===== config.mk =====
export PLATFORM = sky130hd
export DESIGN_NAME = nios2core_keypio
export DESIGN_NICKNAME = d
export VERILOG_FILES = /design/src/rtl/nios2core_keypio.sv
export SDC_FILE = /design/constraint.sdc
export NUM_CORES = 1
export LEC_CHECK = 0
export CAP_MARGIN = 20
export CORE_ASPECT_RATIO = 0.9
export CORE_UTILIZATION = 53
export DETAILED_ROUTE_END_ITERATION = 10
export DONT_BUFFER_PORTS = 1
export PLACE_DENSITY = 0.71
export SLEW_MARGIN = 10
export SYNTH_ARGS = -nofsm -noshare
export SYNTH_HDL_FRONTEND = slang
export SYNTH_SLANG_ARGS = --single-unit
export TNS_END_PERCENT = 20

===== constraint.sdc =====
create_clock -name clk -period 1.7 [get_ports clk]
set_input_delay 0.34 -clock clk [delete_from_list [all_inputs] [get_ports clk]]
set_output_delay 0.34 -clock clk [all_outputs]
set_load 0.01 [all_outputs]

===== src/rtl/nios2core_keypio.sv =====
// nios2core_keypio
// ----------------
// Avalon-MM s1 slave PIO for push-keys and LEDs on the Nios II data master.
// Key inputs are synchronised, debounced on a prescaled sample tick, and their
// rising edges are latched into a write-1-to-clear capture register that can
// raise a maskable level interrupt. A plain output register drives the LEDs.
//
// Ports:
//   clk        system clock, all logic on its rising edge
//   reset_n    synchronous active-low reset
//   address    Avalon word address (0 keys, 1 irq mask, 2 LED readback, 3 edges)
//   chipselect Avalon slave select
//   write_n    Avalon write strobe, active-low
//   writedata  Avalon write data (only [WIDTH-1:0] used)
//   readdata   Avalon read data, registered, loaded every cycle from address
//   in_port    asynchronous key inputs
//   out_port   LED output register
//   irq        level interrupt, active-high
module nios2core_keypio #(
  parameter int unsigned      WIDTH           = 3,
  parameter int unsigned      DEBOUNCE_CYCLES = 50000,
  parameter logic [WIDTH-1:0] RESET_OUT       = '0
) (
  input  logic             clk,
  input  logic             reset_n,
  input  logic [1:0]       address,
  input  logic             chipselect,
  input  logic             write_n,
  input  logic [31:0]      writedata,
  output logic [31:0]      readdata,
  input  logic [WIDTH-1:0] in_port,
  output logic [WIDTH-1:0] out_port,
  output logic             irq
);

  typedef enum logic [1:0] {
    ADDR_KEYS  = 2'd0,
    ADDR_MASK  = 2'd1,
    ADDR_LEDS  = 2'd2,
    ADDR_EDGES = 2'd3
  } addr_e;

  // A one-cycle period still needs a 1-bit counter that simply stays at 0.
  localparam int unsigned      CNT_W    = (DEBOUNCE_CYCLES > 1) ? $clog2(DEBOUNCE_CYCLES) : 1;
  localparam logic [CNT_W-1:0] CNT_LAST = CNT_W'(DEBOUNCE_CYCLES - 1);

  logic [CNT_W-1:0] presc_cnt;
  logic             tick;

  logic [WIDTH-1:0] sync_s1, sync_s2;
  logic [WIDTH-1:0] smp, deb, deb_q;
  logic [WIDTH-1:0] agree, rise;
  logic [WIDTH-1:0] edgecapture, irq_mask;
  logic [WIDTH-1:0] clr;
  logic [WIDTH-1:0] rd_sel;
  logic             wr_en;

  // Upper write-data bits are architecturally ignored.
  logic unused_wdata;
  assign unused_wdata = ^writedata;

  assign wr_en = chipselect && !write_n;
  assign tick  = (presc_cnt == CNT_LAST);
  assign rise  = deb & ~deb_q;
  // A bit is accepted only when this tick's sample matches the previous one.
  assign agree = ~(sync_s2 ^ smp);

  // NOTE: every variable written here gets a default before the case, so no
  // path leaves it unassigned and no latch is inferred.
  always_comb begin
    rd_sel = '0;
    clr    = '0;
    if (wr_en && addr_e'(address) == ADDR_EDGES) begin
      clr = writedata[WIDTH-1:0];
    end
    unique case (addr_e'(address))
      ADDR_KEYS:  rd_sel = deb;
      ADDR_MASK:  rd_sel = irq_mask;
      ADDR_LEDS:  rd_sel = out_port;
      ADDR_EDGES: rd_sel = edgecapture;
      default:    rd_sel = '0;
    endcase
  end

  // NOTE: reset is sampled on the clock edge (synchronous), so it sits inside
  // the clocked branch rather than in the sensitivity list.
  always_ff @(posedge clk) begin
    if (!reset_n) begin
      readdata    <= '0;
      out_port    <= RESET_OUT;
      irq_mask    <= '0;
      edgecapture <= '0;
      irq         <= 1'b0;
      sync_s1     <= '0;
      sync_s2     <= '0;
      smp         <= '0;
      deb         <= '0;
      deb_q       <= '0;
      presc_cnt   <= '0;
    end else begin
      // NOTE: non-blocking assignments make every register below see the
      // pre-edge value of the others, which is what the pipeline relies on.
      sync_s1 <= in_port;
      sync_s2 <= sync_s1;

      // Free-running; bus traffic never restarts it.
      presc_cnt <= tick ? '0 : presc_cnt + CNT_W'(1);

      if (tick) begin
        smp <= sync_s2;
        deb <= (deb & ~agree) | (sync_s2 & agree);
      end
      deb_q <= deb;

      // Set after clear, so a rise coinciding with a clear survives.
      edgecapture <= (edgecapture & ~clr) | rise;
      irq         <= |(edgecapture & irq_mask);

      if (wr_en && addr_e'(address) == ADDR_KEYS) out_port <= writedata[WIDTH-1:0];
      if (wr_en && addr_e'(address) == ADDR_MASK) irq_mask <= writedata[WIDTH-1:0];

      readdata <= 32'(rd_sel);
    end
  end

endmodule


### Word-level counts from Yosys, hierarchy flattened

Index checks and enable logic that the tools add are counted.

* $add $sub $neg: 1
* equality and inequality tests: 4
* multiplexer cells: 2
* bitwise logic cells: 13
* reductions and logical operators: 8

Operators with widths (number)
* adder 16 x 1 -> 16 bit (second input constant): 1
* equality test 16 bit (second input constant): 1
* AND 3 bit: 5
* inverter 3 bit: 4
* one-hot mux 3 bit (4 select lines): 1
* OR 3 bit: 2
* equality test 2 bit (second input constant): 2
* logical AND 1 bit: 4
* 2-to-1 mux 3 bit: 1
* OR reduction 3 bit: 1
* XOR 3 bit: 1
* equality test 2 x 1 -> 1 bit (second input constant): 1
* zero test 2 bit: 1
* OR reduction 2 bit: 1
* zero test 1 bit: 1
* inverter 1 bit: 1

* register bits after elaboration: 73
* input bits: 41
* output and inout bits: 36
* logic and storage cells: 40

### Longest topological paths before layout

* word-level depth: 7
* mapped depth: 7
* mapped depth without buffers: 5

### Worst setup path after synthesis

No wires, ideal clock.

* path kind: flip-flop to flip-flop
* start: register presc_cnt[0]
* end: register presc_cnt[13]
* setup time: 0.115 ns
* arrival time: 1.731 ns
* data required time: 1.585 ns
* slack: -0.145 ns
* cell stages (with the launch flop): 8
* path buffers: 2
* clock period less this slack: 1.845 ns
* path through: dfxtp_1 -> ha_1 -> nand3_2 -> or4_1 -> buf_2 -> o21ai_4 -> buf_4 -> nor2_1

* cells in the longest elaborated chain, start to end: 2
* elaborated cells on any way between the ends: 3
* classes of those cells: add/sub (1); eq/ne (1); reduce/logical (1)

Ends and longest elaborated chain
* start: declaration: RTL line 47 `logic [CNT_W-1:0] presc_cnt;`
* start signal: assignment: RTL line 107 `presc_cnt <= tick ? '0 : presc_cnt + CNT_W'(1);`
* branches (longest 2 deep; another with adder 16 x 1 -> 16 bit)

Parallel ways; which one is timed is not known.
A chain may end at the register's enable or synchronous reset.

==> flow_metrics.py <==
metrics = {
    "finish": {
        "drive_gt1_frac": 0.159,
        "final_core_util": 0.586,
        "num-fill-cells": 321,
        "num_antenna_cells": 0,
        "syn_to_final_growth_pct": 5.66,
        "fin_nets": 268,
        "multiInputGateArea_sq_mm": 0.00103,
        "register_area_sq_um": 883,
        "stdcell_area_sq_mm": 0.00217,
    },
    "detailed_routing": {
        "antenna_left": 0,
        "routedWlPerCell_microns": 11.9,
        "via_count": 1354,
        "drt_iter0_drc": 73,
        "vias_per_cell": 4.98,
        "drt_pass1_iterations": 4,
        "routed_wl_microns": 3250,
        "drc_errors": 0,
    },
    "sta": {
        "fin_worst_hold_slack_ns": 0.158,
        "setup_violations": 0,
        "grt_setup_unrepaired": "no",
        "finalMaxSlewViolations": 0,
        "finalHoldViolCount": 0,
        "finClkSkew_ns": 0.00231,
        "min_period_over_period": 0.931,
        "fmax_mhz": 632,
        "finalWorstPathRequiredPeriod_ns": 1.58,
        "tns_ns": 0,
    },
    "synthesis": {
        "synth_flop_cell": "dfxtp_1",
        "synth-seq-area-share": 0.429,
        "synth_most_common_cell": "dfxtp_1",
        "yosysUniqueCellTypes": 36,
        "synthArstFlopShare": 0,
        "synth_edf_count": 0,
        "synth.top_cell.area_share": 0.429,
        "ys_ff_latch": 44,
        "synth_area_leaders": "dfxtp_1 (43%), buf_4 (11%), mux2i_1 (4.4%)",
        "synth_top_cells_by_count": "dfxtp_1 (44), buf_4 (30), nand2_1 (15)",
        "syn_inst": 215,
        "synth_warnings": 0,
        "avgSynthCellArea_sq_um": 9.56,
        "yosys.area.top_type": "dfxtp_1",
        "synth_area_sq_mm": 0.00205,
    },
    "cts": {
        "post_cts_buffers": 0,
        "insertion_delay_ns": 0.30,
        "cts_tree": "done",
        "cts_buffers": 5,
        "clkTransAtPathRegs_ns": 0.08,
        "clk_path_buf_depth": 2,
        "htree_num_levels": 2,
        "cts_sinks": 44,
        "cts_root_buf": "clkbuf_8",
    },
    "critical_path": {
        "worst_ep_required_time_ns": 1.89,
        "crit_type": "flop to flop",
        "critPathMaxFanout": 8,
        "reg2regPathDepth": 5,
        "reg2reg_slack_ns": 0.12,
        "critPathLaunchType": "flop",
        "cp-end-kind": "flop",
        "worst_ep_arrival_time_ns": 1.77,
        "r2r_start": "presc_cnt[1]",
    },
    "grt": {
        "grt_pass1_wl_microns": 5130,
        "grt_max_degree": 37,
        "overflow": 0,
        "grtUsageTotal": 0.176,
        "grt_pass1_vias": 1196,
        "grt_antenna_before_repair": 0,
    },
    "worst_hold_path": {
        "hold_path_depth": 1,
        "hold_class": "input pin to flop",
        "min_to": "sync_s2[1]",
        "hp-start": "reset_n",
    },
    "place": {
        "gp_congestion": 0.776,
        "dp_hpwl_microns": 2300,
        "post_dp_cell_area_sq_mm": 0.00209,
        "portBuffers": 0,
    },
    "pwr": {
        "switching_share": 0.229,
        "p_comb_frac": 0.054,
        "pwr-share-clk": 0.348,
        "switchingPower_mw": 0.405,
        "ir_drop_uv": 702,
        "p_leak_nw": 0.811,
        "finalPower_mw": 1.77,
        "power_density_mw_per_mm2": 816,
        "seq_power_share": 0.598,
        "p_int_mw": 1.37,
    },
    "floorplanning": {
        "core-area_sq_mm": 0.00370,
        "die_h_microns": 61.1,
        "num_rows": 21,
        "fp.dieW_microns": 67.6,
        "dieArea_sq_mm": 0.00413,
        "start_util": 0.555,
        "num_io_pins": 77,
    },
    "job": {
        "max-cap-violations": 0,
    },
    "outcome": {
        "outcome": "complete, no violations",
    },
}
-- what timing repair did --
| action | 4_1_cts | 5_1_grt |
|---|---|---|
| resized for setup | 1 | 3 |
| hold buffers | 0 | 0 |
| endpoints found under the setup margin | 2 | 21 |
-- power by group through the flow --
stage	Combinational [mW]	Sequential [mW]	Clock [mW]
after floorplan	0.130	1.09	0
after global placement	0.0940	1.08	0
after detailed placement	0.0956	1.08	0
after CTS	0.0958	1.06	0.645
after global routing	0.111	1.06	0.675
final	0.0959	1.06	0.616
-- worst max-delay path by stage --
stage	startpoint	end	slack (ns)	cells after the start
2_1_floorplan	presc_cnt[0]	presc_cnt[13]	0.006	7
3_3_place_gp	presc_cnt[1]	flop	0.02	5
3_5_place_dp	presc_cnt[1]	flop	-0.01	5
4_1_cts	presc_cnt[13]	flop	0.01	4
5_1_grt	presc_cnt[1]	flop	0.01	5
6_report	presc_cnt[1]	flop	0.12	5
-- cell type report --
type / instances / share of cell area
Clock buffer: 6 / 0.0334
Tap cell: 46 / 0.0265
Multi-Input combinational cell: 159 / 0.473
Clock inverter: 1 / 0.00231
Timing Repair Buffer: 14 / 0.0542
Sequential cell: 44 / 0.407
Inverter: 2 / 0.00346
-- flip-flops by register name, indices dropped and copies added, names as in the netlist, named ones only --
name         cells
out_port         3
irq              1
irq_mask         3
presc_cnt       16
smp              3
readdata         3
edgecapture      3
sync_s1          3
sync_s2          3
deb_q            3
-- cell usage in the layout (no fill, tap or decap), drive strengths merged, types with 7 or more instances in the layout --
master,count
nor2b,13
dfxtp,44
nand3,13
and2,13
conb,29
nor2,15
xor2,7
buf,14
mux2i,9
nand2,15
-- critical path, cell delays in order, from the launching register on --
cell	delay (ns)
dfxtp_2	0.35
ha_4	0.14
nand3_2	0.08
or4_4	0.49
o311ai_0	0.31
nand3_1	0.11
-- per-stage QoR --
step / instances / setup WS (ns)
floorplan: 243 / 0.00560
global placement: 265 / 0.0220
detailed placement: 265 / -0.0123
CTS: 272 / 0.0109
global route: 272 / 0.0137
finish: 272 / 0.117
-- kinds of logic after synthesis --
| family | synth area share |
|---|---|
| and+or+nand+nor | 0.261 |
| DFF | 0.429 |
| buffers and inverters | 0.132 |
| xor gates and xnor gates | 0.0554 |
| muxes | 0.0767 |
| AOI/OAI and AO/OA | 0.0378 |
| adders and majority gates | 0.00609 |
| other | 0.00183 |
-- routing by layer --
layer	up-vias	GRT usage	wire (microns)
met5	-	0	0
met1	617	0.209	1520
met4	0	0.128	93
met3	7	0.0556	176
li1	693	-	-
met2	37	0.269	1460
No activity file was read; power rests on OpenSTA's default activity.
